===== src/rtl/mc_ctrl.sv =====
`default_nettype none
// ============================================================================
// Module      : mc_ctrl
// Description : Multi-cycle IF/ID/EX/MEM/WB control FSM for an RV32I subset.
// Revision    : 1.0
// ============================================================================
module mc_ctrl (
  input  logic        clk,
  input  logic        rst,
  input  logic [31:0] inst,
  input  logic        zero,
  input  logic        mem_ack,
  output logic        mem_req,
  output logic        mem_we,
  output logic        mem_sel_d,
  output logic        ir_we,
  output logic        pc_we,
  output logic [1:0]  pc_sel,
  output logic        rf_we,
  output logic [1:0]  wb_sel,
  output logic        alu_src_b,
  output logic [3:0]  alu_op,
  output logic        ill_inst,
  output logic [2:0]  state,
  output logic [31:0] instret
);

  typedef enum logic [2:0] {
    S_IF   = 3'd0,
    S_ID   = 3'd1,
    S_EX   = 3'd2,
    S_MEM  = 3'd3,
    S_WB   = 3'd4,
    S_TRAP = 3'd7
  } state_t;

  localparam logic [6:0] c_OPC_LUI    = 7'b0110111;
  localparam logic [6:0] c_OPC_OPIMM  = 7'b0010011;
  localparam logic [6:0] c_OPC_OP     = 7'b0110011;
  localparam logic [6:0] c_OPC_BRANCH = 7'b1100011;
  localparam logic [6:0] c_OPC_JAL    = 7'b1101111;
  localparam logic [6:0] c_OPC_JALR   = 7'b1100111;
  localparam logic [6:0] c_OPC_LOAD   = 7'b0000011;
  localparam logic [6:0] c_OPC_STORE  = 7'b0100011;

  state_t      state_q, state_d;
  logic [31:0] instret_q, instret_d;

  logic [6:0] w_opc;
  logic [2:0] w_funct3;
  logic       w_is_lui, w_is_opimm, w_is_op, w_is_br, w_is_jal, w_is_jalr, w_is_lw, w_is_sw;
  logic       w_legal, w_taken;
  logic       unused_inst_bits;

  assign w_opc      = inst[6:0];
  assign w_funct3   = inst[14:12];
  assign w_is_lui   = (w_opc == c_OPC_LUI);
  assign w_is_opimm = (w_opc == c_OPC_OPIMM);
  assign w_is_op    = (w_opc == c_OPC_OP);
  assign w_is_br    = (w_opc == c_OPC_BRANCH) && (w_funct3[2:1] == 2'b00);
  assign w_is_jal   = (w_opc == c_OPC_JAL);
  assign w_is_jalr  = (w_opc == c_OPC_JALR);
  assign w_is_lw    = (w_opc == c_OPC_LOAD)  && (w_funct3 == 3'b010);
  assign w_is_sw    = (w_opc == c_OPC_STORE) && (w_funct3 == 3'b010);
  assign w_legal    = w_is_lui | w_is_opimm | w_is_op | w_is_br |
                      w_is_jal | w_is_jalr | w_is_lw | w_is_sw;
  // funct3[0] distinguishes BNE from BEQ, so it simply inverts the zero test.
  assign w_taken    = zero ^ w_funct3[0];

  assign unused_inst_bits = ^{inst[31], inst[29:15], inst[11:7]};

  always_comb begin
    state_d   = state_q;
    mem_req   = 1'b0;
    mem_we    = 1'b0;
    mem_sel_d = 1'b0;
    ir_we     = 1'b0;
    pc_we     = 1'b0;
    pc_sel    = 2'b00;
    rf_we     = 1'b0;
    wb_sel    = 2'b00;
    alu_src_b = 1'b0;
    alu_op    = 4'b0000;
    ill_inst  = 1'b0;

    case (state_q)
      S_IF: begin
        mem_req = 1'b1;
        if (mem_ack) begin
          ir_we   = 1'b1;
          state_d = S_ID;
        end
      end
      S_ID: begin
        state_d = w_legal ? S_EX : S_TRAP;
      end
      S_EX: begin
        alu_src_b = ~(w_is_op | w_is_br);
        if (w_is_op)
          alu_op = {inst[30], w_funct3};
        else if (w_is_opimm)
          alu_op = {inst[30] & (w_funct3 == 3'b101), w_funct3};
        else if (w_is_br)
          alu_op = 4'b1000;

        if (w_is_br) begin
          pc_we   = 1'b1;
          pc_sel  = w_taken ? 2'b01 : 2'b00;
          state_d = S_IF;
        end else if (w_is_lw | w_is_sw) begin
          state_d = S_MEM;
        end else begin
          state_d = S_WB;
        end
      end
      S_MEM: begin
        mem_req   = 1'b1;
        mem_sel_d = 1'b1;
        mem_we    = w_is_sw;
        alu_src_b = 1'b1;
        if (mem_ack) begin
          if (w_is_sw) begin
            pc_we   = 1'b1;
            state_d = S_IF;
          end else begin
            state_d = S_WB;
          end
        end
      end
      S_WB: begin
        rf_we   = 1'b1;
        pc_we   = 1'b1;
        state_d = S_IF;
        if (w_is_lw) begin
          wb_sel = 2'b01;
        end else if (w_is_lui) begin
          wb_sel = 2'b11;
        end else if (w_is_jal) begin
          wb_sel = 2'b10;
          pc_sel = 2'b01;
        end else if (w_is_jalr) begin
          wb_sel    = 2'b10;
          pc_sel    = 2'b10;
          alu_src_b = 1'b1;
        end
      end
      S_TRAP: begin
        ill_inst = 1'b1;
      end
      default: begin
        state_d = S_TRAP;
      end
    endcase

    // Reset masks every strobe so an in-flight request is simply dropped.
    if (rst) begin
      mem_req   = 1'b0;
      mem_we    = 1'b0;
      mem_sel_d = 1'b0;
      ir_we     = 1'b0;
      pc_we     = 1'b0;
      pc_sel    = 2'b00;
      rf_we     = 1'b0;
      wb_sel    = 2'b00;
      alu_src_b = 1'b0;
      alu_op    = 4'b0000;
      ill_inst  = 1'b0;
    end

    instret_d = instret_q + {31'd0, pc_we};
  end

  always_ff @(posedge clk) begin
    if (rst) begin
      state_q   <= S_IF;
      instret_q <= 32'd0;
    end else begin
      state_q   <= state_d;
      instret_q <= instret_d;
    end
  end

  assign state   = rst ? 3'd0 : state_q;
  assign instret = rst ? 32'd0 : instret_q;

endmodule
`default_nettype wire


===== config.mk =====
export PLATFORM = sky130hd
export DESIGN_NAME = mc_ctrl
export DESIGN_NICKNAME = d
export VERILOG_FILES = /design/src/rtl/mc_ctrl.sv
export SDC_FILE = /design/constraint.sdc
export NUM_CORES = 1
export LEC_CHECK = 0
export BUFFER_PORTS_ARGS = -buffer_cell sky130_fd_sc_hd__buf_2
export CAP_MARGIN = 20
export CELL_PAD_IN_SITES_DETAIL_PLACEMENT = 1
export CELL_PAD_IN_SITES_GLOBAL_PLACEMENT = 1
export CORE_UTILIZATION = 31
export DETAILED_ROUTE_END_ITERATION = 10
export GPL_TIMING_DRIVEN = 1
export PLACE_DENSITY = 0.79
export SLEW_MARGIN = 40
export SYNTH_ARGS = -nofsm -noshare
export SYNTH_HDL_FRONTEND = slang
export SYNTH_SLANG_ARGS = --single-unit

===== constraint.sdc =====
create_clock -name clk -period 2.9 [get_ports clk]
set_input_delay 0.145 -clock clk [delete_from_list [all_inputs] [get_ports clk]]
set_output_delay 0.145 -clock clk [all_outputs]
set_load 0.02 [all_outputs]

==> impl_metrics.toml, run 1 <==
[clock_network]
clkTransAtPathRegs_ns = 0.07
htree_num_levels = 2
cts.sinks = 35
clock_latency_ns = 0.30
root_buffer = "clkbuf_8"
cts_tree = "built"
cts.path.max_buffers = 2
numCtsBuffers = 5
cts_hold_buf = 0

[yosys]
yosysWarnings = 0
synth-edff-count = 0
syn-num-nets = 328
synthCells = 290
ys_top_cells_by_area = "dfxtp_1 (31%), nor2b_1 (10%), nor2_1 (5.0%)"
yosysSeqAreaShare_pct = 31.2
ys.flop_type = "dfxtp_1"
synth.distinct_cells = 43
syn_avg_cell_area_um2 = 7.75
synth-seq-cells = 35
synth_area_leader_cell = "dfxtp_1"
synth_top_cell_area_share_pct = 31.2
async_reset_ff_share_pct = 0
synth_area_um2 = 2250

[placed_design]
port-buffer-count = 65
postPlaceCellArea_um2 = 2830
dp_hpwl_um = 5050
gp_congestion = 0.819

[detailed_routing]
drtPass1Iterations = 4
drt.antenna.violating_nets = 0
num_vias = 2439
detail_route.wl_per_cell_um = 14.6
drtIter0Drc = 74
drt-vias-per-instance = 5.18
drc = 0
wl_um = 6900

[finish]
layout_common_cells = "buf_2 (65), nor2b_1 (36), dfxtp_1 (33)"
fill_cells = 896
area_growth_pct = 33.4
layout_commonest_cell = "buf_2"
num_antenna_cells = 0
final_cell_area_um2 = 3000
layout-drive-gt1-share_pct = 32.3
nets = 412

[floorplanning]
rows = 30
dieHeight_um = 87.1
initial_core_util_pct = 32.5
ioPinCount = 87
core_um2 = 6910
die_area_um2 = 7590
die_w_um = 87.1

[timing]
setup_viol = 0
period_needed_ns = 2.74
hold_viol_final = 0
slew_headroom_pct = 48.7
clock-skew-final_ns = 0.0124
final-max-slew-violation-count = 0
tightest_slew_ns = 0.769
fmax_mhz = 365
period_share_pct = 94.5

[setup_path]
cp-startpoint = "state_q[0]$_SDFFE_PP0P_"
crit_cells = 10
path_cells = "nand2_1, or3_4, a31oi_4, ha_2, ha_1, and3_4, nand4_1, buf_4, or4_1, a21oi_1"
reg2reg_slack_ns = 0.16
slowest_delay_ns = 0.46
crit_buf_inv = 1
r2r-start = "state_q[0]$_SDFFE_PP0P_"
worstSetupPathType = "flop to flop"
cp_slowest_cell = "dfxtp_1"
crit_required_ns = 3.12
cp_top_family = "simple AND/OR/NAND/NOR gates"
endpoint = "instret_q[26]$_SDFF_PP0_"
timing.rr.end = "instret_q[26]$_SDFF_PP0_"
reg2regPathDepth = 10
startpoint_type = "flop"
cp-end-kind = "flop"
arrival_ns = 2.96
path_max_fanout = 7

[global_route]
grt_pass1_wl_um = 11200
grt_max_degree = 80
grt_usage_pct = 18.6
overflow = 0
antenna_found_initial = 0
grt_pass1_vias = 2354

[pwr]
ir_worst_vdd_mv = 0.161
p_per_area_nw_per_um2 = 439
leakagePower_nw = 1.28
p_total_mw = 1.31

[min_path]
hp-class = "input port to flop"

[job]
max_cap_viol_count = 0

[run_status]
status = "finished clean"
## logic make-up (layout without fill, tap and decap cells)
kind of cell             count (synthesis)  after routing  share of synthesized area, %
XOR/XNOR                                13             13                          5.07
AND/OR/NAND/NOR                        169            169                          43.3
buffers and inverters                   24            109                          4.06
flip-flops                              35             35                          31.2
adder cells (fa/ha/maj)                  2              2                          1.11
multiplexers                             8              8                          4.01
AO/OA/AOI/OAI                           39             39                          11.3
## registers in the layout, summed over array words and instances, names as in the netlist
register and flops:
instret_q 32, state_q 3
## worst register-to-register path, delay by kind of cell, from the launching register on
family / cells / cell delay, ns
AND/OR/NAND/NOR: 5 / 1.30
flip-flops: 1 / 0.46
AO/OA/AOI/OAI: 2 / 0.30
adder cells (fa/ha/maj): 2 / 0.40
buffers and inverters: 1 / 0.21
## synth_stat cells (all sizes together), types with 3 or more instances
cell type	instances
nor2b	36
dfxtp	35
nor2	30
nand2	20
clkbuf	12
nand3	12
a21oi	11
nor3	9
or4	9
inv	8
mux2	8
nand4	8
o21ai	8
and3	7
and4	7
nor4	7
or3	7
xnor2	7
and2	6
xor2	6
o31ai	5
buf	4
a2111oi	3
and3b	3
nor3b	3
## power by group
group	internal, mW	switching [mW]
clock	0.168	0.189
sequential	0.506	0.0371
combinational	0.183	0.232
total	0.856	0.458
## per-layer routing
layer / global-route usage [%] / wire length, µm
met5: 0 / 0
met4: 7.15 / 97
met3: 2.84 / 230
met2: 33.1 / 3470
met1: 22.5 / 3100
## final cells by class
| type | instances | area, µm² | share of cell area [%] |
|---|---|---|---|
| inverters | 8 | 30.0 | 1.00 |
| flip-flops and latches | 35 | 703 | 23.5 |
| repair buffers | 93 | 536 | 17.9 |
| multi-input cells | 231 | 1520 | 50.8 |
| clock inverters | 2 | 12.5 | 0.417 |
| well taps | 96 | 120 | 4.01 |
| clock buffers | 6 | 72.6 | 2.42 |
## per-stage QoR
stage,utilization (%),hold slack (ns),instances,setup WS (ns),TNS [ns]
floorplan,-,0.315,290,0.0528,0
global placement,41.0,0.481,460,-0.0262,-0.0857
detailed placement,41.0,0.482,460,-0.151,-1.50
CTS,42.3,0.269,468,0.0595,0
global route,43.4,0.298,471,-0.00143,-0.00143
finish,43.4,0.280,471,0.159,0
## worst min path at each step
stage | cells after the start | from | to | slack (ns)
2_1_floorplan | 2 | rst | instret_q[17]$_SDFF_PP0_ | 0.32
3_3_place_gp | 2 | instret_q[26]$_SDFF_PP0_ | instret_q[26]$_SDFF_PP0_ | 0.48
3_5_place_dp | 2 | instret_q[26]$_SDFF_PP0_ | instret_q[26]$_SDFF_PP0_ | 0.48
4_1_cts | 3 | mem_ack | state_q[2]$_SDFFE_PP0P_ | 0.27
5_1_grt | 3 | mem_ack | state_q[2]$_SDFFE_PP0P_ | 0.30
6_report | 3 | mem_ack | state_q[2]$_SDFFE_PP0P_ | 0.28
## timing repair
action	4_1_cts	5_1_grt
endpoints found under the setup margin	0	10
buffers inserted	0	3
gates resized for setup	0	13
Power figures use the tool's default switching activity.
==> run 2: changes to the inputs <==
--- a/config.mk
+++ b/config.mk
@@ -12,7 +12,7 @@
 export CORE_UTILIZATION = 31
 export DETAILED_ROUTE_END_ITERATION = 10
 export GPL_TIMING_DRIVEN = 1
-export PLACE_DENSITY = 0.79
+export PLACE_DENSITY = 0.87
 export SLEW_MARGIN = 40
 export SYNTH_ARGS = -nofsm -noshare
 export SYNTH_HDL_FRONTEND = slang
==> run 2 against run 1 <==
Against the previous run:
- largest power group unchanged
- final area decreased by 1.1%
- die area did not move
- total power rose by 6.0%
- core utilization shrank 0.47 points
- critical endpoint unchanged
- routed wire length is 3.2% lower
- worst setup slack got worse by 0.0066 ns
- highest routed layer unchanged
- first-iteration DRC count unchanged
==> impl_metrics.toml, run 2 (synthesized netlist as in run 1, its figures left out) <==
[clock_network]
cts_tree = "built"
cts.path.max_buffers = 2
htree_num_levels = 2
numCtsBuffers = 5
clkTransAtPathRegs_ns = 0.07
root_buffer = "clkbuf_8"
cts.sinks = 35
clock_latency_ns = 0.30

[finish]
area_growth_pct = 32.0
num_antenna_cells = 0
layout_commonest_cell = "buf_2"
top_regs = "instret_q: 32 flops, state_q: 3 flops"
largest-register = "instret_q"
nets = 406
largest_reg_flops = 32
layout_common_cells = "buf_2 (65), nor2b_1 (36), dfxtp_1 (32)"
layout-drive-gt1-share_pct = 31.2

[global_route]
grt_pass1_vias = 2378
grt_usage_pct = 18.1
grt_pass1_wl_um = 10800
grt_max_degree = 80
overflow = 0
antenna_found_initial = 0

[setup_path]
worstSetupPathType = "flop to flop"
crit_required_ns = 3.13
reg2reg_slack_ns = 0.15
arrival_ns = 2.97
startpoint_type = "flop"
path_max_fanout = 13
cp-end-kind = "flop"

[pwr]
p_per_area_nw_per_um2 = 470
leakagePower_nw = 1.26
ir_worst_vdd_mv = 0.181
p_total_mw = 1.39

[detailed_routing]
drc = 0
drt.antenna.violating_nets = 0
detail_route.wl_per_cell_um = 14.4
drt-vias-per-instance = 5.22
wl_um = 6680
num_vias = 2428
drtIter0Drc = 74
drtPass1Iterations = 4

[timing]
period_share_pct = 94.8
slew_headroom_pct = 49.9
tightest_slew_ns = 0.751
setup_viol = 0
fmax_mhz = 364
period_needed_ns = 2.75
hold_viol_final = 0
clock-skew-final_ns = 0.0108
hold_slack_ns = 0.268
final-max-slew-violation-count = 0

[floorplanning]
rows = 30
die_area_um2 = 7590
ioPinCount = 87
initial_core_util_pct = 32.5
core_um2 = 6910
die_w_um = 87.1
dieHeight_um = 87.1

[placed_design]
port-buffer-count = 65
dp_hpwl_um = 4930
gp_congestion = 0.827

[run_status]
status = "finished clean"

[min_path]
hp-class = "input port to flop"

[job]
max_cap_viol_count = 0
## run 2: metrics by stage
step	worst slack (ns)	std cells	utilization, %	cell area, µm²	setup TNS [ns]
finish	0.152	465	42.9	2970	0
global route	-0.0365	465	42.9	2970	-0.0395
CTS	0.101	462	42.1	2910	0
detailed placement	-0.144	454	40.4	2790	-1.28
global placement	-0.0164	454	40.4	2790	-0.0616
floorplan	0.0528	290	-	2260	0
## run 2: layer usage
layer	global-route usage (%)	share of wire [%]	up-vias
li1	-	-	1207
met1	20.6	44	1154
met2	33.1	51	59
met3	3.98	4.5	8
met4	6.41	1.1	0
met5	0	0	-
## run 2: layout make-up
type	instances	area [µm²]
Clock buffer	6	82.6
Clock inverter	2	35.0
Fill cell	888	3940
Inverter	8	30.0
Multi-Input combinational cell	231	1500
Sequential cell	35	704
Tap cell	96	120
Timing Repair Buffer	87	490
## run 2: report_power, final
part / internal (mW) / switching [mW]
clock: 0.278 / 0.194
sequential: 0.507 / 0.0452
combinational: 0.156 / 0.213
total: 0.942 / 0.452
## run 2: worst paths after layout
path / from / endpoint / cells past startpoint
setup / recovery: state_q[0]$_SDFFE_PP0P_ / instret_q[26]$_SDFF_PP0_ / 9
hold / removal: mem_ack / state_q[2]$_SDFFE_PP0P_ / 3
setup reg to reg: state_q[0]$_SDFFE_PP0P_ / instret_q[26]$_SDFF_PP0_ / 9
hold reg to reg: instret_q[26]$_SDFF_PP0_ / instret_q[26]$_SDFF_PP0_ / 2
## run 2: what timing repair did
action,CTS,global route
resized for setup,0,10
setup endpoints to repair,0,7
setup buffers,0,3
hold buffers,0,0
## run 2: worst max-delay path, stage by stage, from the launching register on
cell and delay, ns:
dfxtp_2 0.39, or3b_2 0.54, a31oi_4 0.19, ha_2 0.21, ha_1 0.17, and3_1 0.20, nand4_1 0.21, buf_4 0.21
or4_1 0.40, a21oi_1 0.15
